`config.mk`:
```
export PLATFORM = sky130hd
export DESIGN_NAME = dram_arbiter
export DESIGN_NICKNAME = d
export VERILOG_FILES = /design/src/rtl/dram_arb_pkg.sv /design/src/rtl/dram_arbiter.sv
export SDC_FILE = /design/constraint.sdc
export NUM_CORES = 1
export LEC_CHECK = 0
export BUFFER_PORTS_ARGS = -buffer_cell sky130_fd_sc_hd__buf_2
export CAP_MARGIN = 20
export CORE_AREA = 2 2 80 82
export CTS_BUF_LIST = sky130_fd_sc_hd__clkbuf_8
export DETAILED_ROUTE_END_ITERATION = 6
export DIE_AREA = 0 0 82 84
export GPL_TIMING_DRIVEN = 0
export PLACE_DENSITY_LB_ADDON = 0.3
export SYNTH_ARGS = -nofsm -noshare
export SYNTH_HDL_FRONTEND = slang
export SYNTH_SLANG_ARGS = --single-unit
```
`constraint.sdc`:
```
create_clock -name clock -period 2.9 [get_ports clock]
set_input_delay 0.725 -clock clock [delete_from_list [all_inputs] [get_ports clock]]
set_output_delay 0.725 -clock clock [all_outputs]
set_load 0.05 [all_outputs]
```
`src/rtl/dram_arb_pkg.sv`:
```
// Shared types and helpers for the data-RAM arbiter between the core
// load/store port and the JPEG block-transfer DMA.
package dram_arb_pkg;

  typedef enum logic {
    ARB      = 1'b0,
    DMA_LOCK = 1'b1
  } arb_state_t;

  typedef enum logic {
    OWN_CORE = 1'b0,
    OWN_DMA  = 1'b1
  } owner_t;

  // Beat counter must hold values 0..maxburst inclusive.
  function automatic int beat_cnt_w(input int maxburst);
    return $clog2(maxburst + 1);
  endfunction

endpackage

```
`src/rtl/dram_arbiter.sv`:
```
// Round-robin arbiter sharing the single-port data RAM between the core
// (requester 0) and the JPEG DMA (requester 1). Grants are combinational in
// the request cycle; the DMA may lock the RAM for bounded bursts; read data
// returns one cycle later and is steered by registered return flags.
module dram_arbiter
  import dram_arb_pkg::*;
#(
  parameter int DATAW    = 32,
  parameter int ADDRW    = 10,
  parameter int RAMDEPTH = 1024,
  parameter int MAXBURST = 16
) (
  input  logic             clock,
  input  logic             nreset,
  input  logic             core_req,
  input  logic             core_we,
  input  logic [ADDRW-1:0] core_addr,
  input  logic [DATAW-1:0] core_wdata,
  output logic             core_stall,
  output logic             core_gnt,
  output logic             core_rvalid,
  input  logic             dma_req,
  input  logic             dma_lock,
  input  logic             dma_we,
  input  logic [ADDRW-1:0] dma_addr,
  input  logic [DATAW-1:0] dma_wdata,
  output logic             dma_gnt,
  output logic             dma_rvalid,
  output logic [DATAW-1:0] rdata,
  output logic             addr_err,
  output logic             ram_en,
  output logic             ram_we,
  output logic [ADDRW-1:0] ram_addr,
  output logic [DATAW-1:0] ram_wdata,
  input  logic [DATAW-1:0] ram_rdata
);

  localparam int             CNTW       = beat_cnt_w(MAXBURST);
  localparam logic [CNTW-1:0] BURST_LAST = CNTW'(MAXBURST);
  localparam logic [CNTW-1:0] CNT_ONE    = CNTW'(1);

  // Addresses at or above RAMDEPTH have no backing storage.
  function automatic logic in_range(input logic [ADDRW-1:0] a);
    return 64'(a) < 64'(RAMDEPTH);
  endfunction

  arb_state_t       state, state_nxt;
  owner_t           last_owner, owner_nxt;
  logic [CNTW-1:0]  cnt, cnt_nxt;

  logic             pick_core;
  logic             pick_dma;
  logic             acc_gnt;
  logic             acc_ok;
  logic             sel_we;
  logic [ADDRW-1:0] sel_addr;
  logic [DATAW-1:0] sel_wdata;

  logic             rv_core_p1;
  logic             rv_dma_p1;
  logic             rv_zero_p1;
  logic             vld_p1;

  // Pick the winner: the locked DMA owns the RAM, otherwise round-robin on ties.
  always_comb begin
    pick_core = 1'b0;
    pick_dma  = 1'b0;
    if (state == DMA_LOCK) begin
      pick_dma = dma_req;
    end else if (core_req && dma_req) begin
      pick_core = (last_owner == OWN_DMA);
      pick_dma  = (last_owner == OWN_CORE);
    end else begin
      pick_core = core_req;
      pick_dma  = dma_req;
    end
  end

  // ---- stage 0: winner mux onto the RAM port (request cycle) ----
  always_comb begin
    sel_we    = 1'b0;
    sel_addr  = '0;
    sel_wdata = '0;
    if (pick_core) begin
      sel_we    = core_we;
      sel_addr  = core_addr;
      sel_wdata = core_wdata;
    end else if (pick_dma) begin
      sel_we    = dma_we;
      sel_addr  = dma_addr;
      sel_wdata = dma_wdata;
    end
  end

  assign acc_gnt    = pick_core | pick_dma;
  assign acc_ok     = in_range(sel_addr);
  assign core_gnt   = pick_core;
  assign dma_gnt    = pick_dma;
  assign core_stall = core_req & ~pick_core;
  assign ram_en     = acc_gnt & acc_ok;
  assign ram_we     = acc_gnt & acc_ok & sel_we;
  assign ram_addr   = sel_addr;
  assign ram_wdata  = sel_wdata;

  // Next arbitration state, owner and burst beat count.
  always_comb begin
    state_nxt = state;
    owner_nxt = last_owner;
    cnt_nxt   = cnt;
    if (pick_core) owner_nxt = OWN_CORE;
    if (pick_dma)  owner_nxt = OWN_DMA;
    case (state)
      ARB: begin
        if (pick_dma && dma_lock) begin
          state_nxt = DMA_LOCK;
          cnt_nxt   = CNT_ONE;
        end
      end
      DMA_LOCK: begin
        if (!dma_req) begin
          state_nxt = ARB;
          cnt_nxt   = '0;
        end else if (!dma_lock || (cnt + CNT_ONE) == BURST_LAST) begin
          // This beat is still issued; the core gets the next cycle.
          state_nxt = ARB;
          cnt_nxt   = '0;
        end else begin
          cnt_nxt = cnt + CNT_ONE;
        end
      end
      default: begin
        state_nxt = ARB;
        cnt_nxt   = '0;
      end
    endcase
  end

  // Arbitration control registers.
  always_ff @(posedge clock or negedge nreset) begin
    if (!nreset) begin
      state      <= ARB;
      last_owner <= OWN_DMA;
      cnt        <= '0;
    end else begin
      state      <= state_nxt;
      last_owner <= owner_nxt;
      cnt        <= cnt_nxt;
    end
  end

  // ---- stage 1: read-return flags, sticky address error ----
  always_ff @(posedge clock or negedge nreset) begin
    if (!nreset) begin
      rv_core_p1 <= 1'b0;
      rv_dma_p1  <= 1'b0;
      rv_zero_p1 <= 1'b0;
      addr_err   <= 1'b0;
    end else begin
      rv_core_p1 <= pick_core & ~core_we;
      rv_dma_p1  <= pick_dma & ~dma_we;
      rv_zero_p1 <= acc_gnt & ~acc_ok;
      addr_err   <= addr_err | (acc_gnt & ~acc_ok);
    end
  end

  assign vld_p1      = rv_core_p1 | rv_dma_p1;
  assign core_rvalid = rv_core_p1;
  assign dma_rvalid  = rv_dma_p1;
  assign rdata       = (vld_p1 && !rv_zero_p1) ? ram_rdata : '0;

endmodule

```
# Yosys cells after proc, flatten, opt, wreduce, memory -nomap -nowiden
# Index checks and enable logic that the tools add are counted.
[word_totals]
inputBits = 123
ff_bits = 9
output_inout_bits = 82
word_cells = 45
[classes]
muxes = 21
n_eq_ne = 2
n_reduce_logical = 5
n_bitwise = 11
addsub = 1
[op_table]
columns = ["operator", "n"]
rows = [
  ["2-to-1 mux 32 bit", 3],
  ["2-to-1 mux 10 bit", 2],
  ["2-to-1 mux 5 bit", 3],
  ["2-to-1 mux 1 bit", 11],
  ["one-hot mux 5 bit (2 select lines)", 1],
  ["adder 5 x 1 -> 5 bit, second input constant", 1],
  ["== test 5 bit, second input constant", 1],
  ["inverter 1 bit", 5],
  ["bitwise AND 1 bit", 4],
  ["logical AND 1 bit", 2],
  ["!= test 2 bit, second input constant", 1],
  ["OR 1 bit", 2],
  ["one-hot mux 1 bit (2 select lines)", 1],
  ["nonzero test 2 bit", 1],
  ["zero test 1 bit", 1],
  ["logical OR 1 bit", 1],
]

# Depth between registers and ports, before layout
[logic_depth]
depth_word = 6
ltp_mapped = 6
depth_no_buf = 5

# Least setup slack after synthesis
# Ideal clock, no wire load.
[synth_timing]
kind = "in2out"
start = "in core_req"
end = "out dma_gnt"
n_path_buf = 0
setup_slack_ns = 0.423
t_required_ns = 2.175
cell_stages = 2
arrival_time_ns = 1.752
path_cell_list = "and2b_1 a21oi_1"
[synth_via]
elab_chain_cells = 3
[synth_rtl]
columns = ["item", "line", "source"]
rows = [
  ["start: declaration", "dram_arbiter.sv:15", "input logic core_req,"],
  ["logical AND 1 bit", "dram_arbiter.sv:70", "end else if (core_req && dma_req) begin"],
  ["2-to-1 mux 1 bit", "dram_arbiter.sv:70", ""],
  ["2-to-1 mux 1 bit", "dram_arbiter.sv:68", "if (state == DMA_LOCK) begin"],
  ["end: declaration", "dram_arbiter.sv:27", "output logic dma_gnt,"],
]
# Every way passes these cells.

# Worst setup path in the final report
[layout_timing]
start = "in dma_req"
end = "out ram_wdata[30]"
[layout_via]
elab_chain_cells = 5
word_cells_on_any_way = 7
classes_between = "mux: 6; reduce/logical: 1"
[layout_rtl]
columns = ["item", "line", "source"]
rows = [
  ["start: declaration", "dram_arbiter.sv:22", "input logic dma_req,"],
  ["logical AND 1 bit", "dram_arbiter.sv:70", ""],
  ["2-to-1 mux 1 bit", "dram_arbiter.sv:70", ""],
  ["2-to-1 mux 1 bit", "dram_arbiter.sv:68", ""],
  ["2-to-1 mux 32 bit", "dram_arbiter.sv:88", "end else if (pick_dma) begin"],
  ["2-to-1 mux 32 bit *", "dram_arbiter.sv:84", "if (pick_core) begin"],
  ["end: declaration", "dram_arbiter.sv:34", "output logic [DATAW-1:0] ram_wdata,"],
]
# Every way passes the cells marked *; elsewhere a longest branch is shown, timed or not.

==> results.sh <==
export IMPL_result_of_the_run="finished, final reports clean"
export IMPL_yosys_warnings=0
export IMPL_dr_first_iter_drc_count=55
export IMPL_antenna_left=0
export IMPL_clock_skews_ns=0.0008029
export IMPL_synth_most_common_cell="sky130_fd_sc_hd__nand2_1"
export IMPL_crit_top_cell="sky130_fd_sc_hd__buf_2"
export IMPL_cell_with_the_largest_stage_delay_on_the_worst_path="sky130_fd_sc_hd__o21ai_4"
export IMPL_crit_path_max_fanout=10
export IMPL_max_cap_viol_count=0
export IMPL_nets=561
export IMPL_dp_hpwl_um=5380
export IMPL_first_global_vias=2078
export IMPL_vias_per_cell=4.485
export IMPL_ys_ff_latch=9
export IMPL_dieArea_sq_um=6888
export IMPL_final_worst_path_cycle_share_pct=95.92
export IMPL_start_kind="primary input"
export IMPL_signed_area_change_from_the_synthesized_netlist_to_the_final_layout_pct=85.97
export IMPL_routed_via_count=2301
export IMPL_path_cells="buf_2 > inv_1 > o21ai_4 > buf_4 > nand3_1 > nand2_1 > buf_2"
export IMPL_number_of_antenna_violations_at_the_first_check_in_global_routing=0
export IMPL_finalNonFillerCells=513
export IMPL_post_route_cells_drive_above_1_share_pct=51.15
export IMPL_gr_usage_all_layers_pct=16.73
export IMPL_fin_util_pct=41.07
export IMPL_yosys_area_top_type_share_pct=24.81
export IMPL_synth_cells=229
export IMPL_power_per_cell_area_nw_per_um2=403.3
export IMPL_numClockSinks=9
export IMPL_tritoncts="built"
export IMPL_core_area_sq_um=6096
export IMPL_grt_first_pass_wirelength_um=9101
export IMPL_fin_ws_ns=0.1183
export IMPL_post_cts_buffers=0
export IMPL_hold_fix_buffers_at_cts=0
export IMPL_regToRegSetupSlack_ns=1.49
export IMPL_yosysSeqAreaShare_pct=16.82
export IMPL_post_synth_cell_area_avg_sq_um=5.879
export IMPL_antenna_diode_count=0
export IMPL_clock_tree_htree_level_count=1
export IMPL_netSwitchingFraction_pct=57.78
export IMPL_power_sequential_fraction_pct=14.5
export IMPL_setup_viol=0
export IMPL_total_leakage_power_nw=1.598
export IMPL_numCtsBuffers=3
export IMPL_asyncSetResetFlopFracSynth_pct=100.0
export IMPL_critPathRequiredTime_ns=2.17
export IMPL_cts_resized=0
export IMPL_grt_start_max_net_pins=11
export IMPL_crit_path_category="in -> out"
export IMPL_clock_latency_ns=0.23
export IMPL_power_share_clock_pct=14.1
export IMPL_die_outline_width_um=82
export IMPL_critPathArrivalTime_ns=2.06
export IMPL_p_int_mw=0.4263
export IMPL_timing_critical_path_to_type="primary output"
export IMPL_synth_edf_count=0
export IMPL_route_detailed_wl_per_inst_um=12.38
export IMPL_post_place_cells=509
export IMPL_initial_utilization_pct=22.09
export IMPL_total_count_of_hold_check_failures_in_the_final_report=0
export IMPL_synth_area_top_cells="sky130_fd_sc_hd__nand2_1 (25%), sky130_fd_sc_hd__nand3_1 (17%), sky130_fd_sc_hd__nor2b_1 (15%)"
export IMPL_top_level_ports=205
export IMPL_clk_root_buffer_cell="sky130_fd_sc_hd__clkbuf_8"
export IMPL_gp_congestion=0.8880
export IMPL_vdd_drop_max_uv=191.7
export IMPL_firstDrtPassIters=4
export IMPL_timing_setup_tns_ns=0
export IMPL_fp_dieH_um=84
export IMPL_hold_class="in -> async"
export IMPL_gr_total_overflow=0
export IMPL_finalMaxSlewViolations=0
export IMPL_cpPeakStageDelay_ns=0.39
export IMPL_std_cell_rows=29
export IMPL_maxClockFrequency_mhz=359.5
export IMPL_postSynthNetCount=353
export IMPL_ys_types=31
export IMPL_netlist_top_cells_count="sky130_fd_sc_hd__nand2_1 (89), sky130_fd_sc_hd__nand3_1 (46), sky130_fd_sc_hd__nor2b_1 (33)"
export IMPL_portBuffers=203
export IMPL_hold_ws_ns=0.3404
export IMPL_yosys_most_used_dff="sky130_fd_sc_hd__dfrtp_1"
export IMPL_rsz0062_at_grt="false"
export IMPL_post_route_min_period_ns=2.782
export IMPL_power_switching_mw=0.5834
export IMPL_cts_reportedPaths_clkPinSlew_ns=0.05
export IMPL_clockBufferDepth=2
export IMPL_synth_cell_area_sq_um=1346
export IMPL_power_share_combinational_pct=71.4
export IMPL_finalWirelength_um=6351
export IMPL_yosysTopAreaCell="sky130_fd_sc_hd__nand2_1"
export IMPL_dp_worst_setup_slack_ns=0.08357
export IMPL_drc=0
power groups by stage:
stage | clock network [mW] | logic, mW | registers, mW
after floorplan | 0 | 0.511 | 0.151
after detailed placement | 0 | 0.725 | 0.147
after CTS | 0.147 | 0.728 | 0.146
final | 0.142 | 0.721 | 0.146
after global routing | 0.154 | 0.768 | 0.148
after global placement | 0 | 0.721 | 0.148
state kept, by name, summed over array words and instances (netlist names):
| register | flops |
|---|---|
| dma_rvalid | 1 |
| core_rvalid | 1 |
| last_owner | 1 |
| cnt | 5 |
| state | 1 |
per-layer routing:
layer  wire, um  track usage (%)
met1       2279            17.29
met2       3256            32.74
met3        695            3.896
met4        119            3.636
met5          0                0
critical path, delay by kind of cell:
family | cells | cell delay (ns)
and+or+nand+nor | 2 | 0.21
buffers and inverters | 4 | 0.73
AOI/OAI and AO/OA | 1 | 0.39
layout make-up:
cell class,count,area [sq um]
buffer,17,123.9
clock buffer,3,41.29
clock inverter,1,3.754
fill,678,3592
inverter,3,13.76
multi-input combinational,200,982.2
sequential,9,226.5
tap,77,96.34
timing repair buffer,203,1016
worst paths after layout:
kind | startpoint | cells after the start | to
max | dma_req | 7 | ram_wdata[30]
min reg2reg | last_owner$_DFFE_PN1P_ | 2 | last_owner$_DFFE_PN1P_
min | nreset | 1 | dma_rvalid$_DFF_PN0_
max in group asynchronous | nreset | 1 | last_owner$_DFFE_PN1P_
max reg2reg | cnt[0]$_DFFE_PN0P_ | 4 | cnt[1]$_DFFE_PN0P_
min in group clock | last_owner$_DFFE_PN1P_ | 2 | last_owner$_DFFE_PN1P_
cells in the final DEF, fill, tap and decap left out, types with 4 or more instances in the layout:
cell	count
sky130_fd_sc_hd__buf_2	206
sky130_fd_sc_hd__nand2_1	89
sky130_fd_sc_hd__nand3_1	46
sky130_fd_sc_hd__nor2b_1	33
sky130_fd_sc_hd__dfrtp_1	8
sky130_fd_sc_hd__buf_6	6
sky130_fd_sc_hd__o21ai_0	6
sky130_fd_sc_hd__clkbuf_1	4
metrics by stage:
| stage | instance area, sq um | total power [mW] |
|---|---|---|
| 4_1_cts | 2504 | 1.020 |
| 3_5_place_dp | 2459 | 0.8728 |
| 5_1_grt | 2504 | 1.070 |
| 3_3_place_gp | 2459 | 0.8682 |
| 6_report | 2504 | 1.010 |
| 2_1_floorplan | 1346 | 0.6624 |
cell families after synthesis:
kind of cell | after synthesis | share of synthesized area [%]
AND/OR/NAND/NOR | 181 | 62.92
buffers and inverters | 20 | 10.22
AO/OA/AOI/OAI | 16 | 8.087
flip-flops | 9 | 16.82
multiplexers | 1 | 0.7435
adder cells (fa/ha/maj) | 1 | 0.9292
other | 1 | 0.2785
Note: power is estimated with default switching activity, not from simulation.
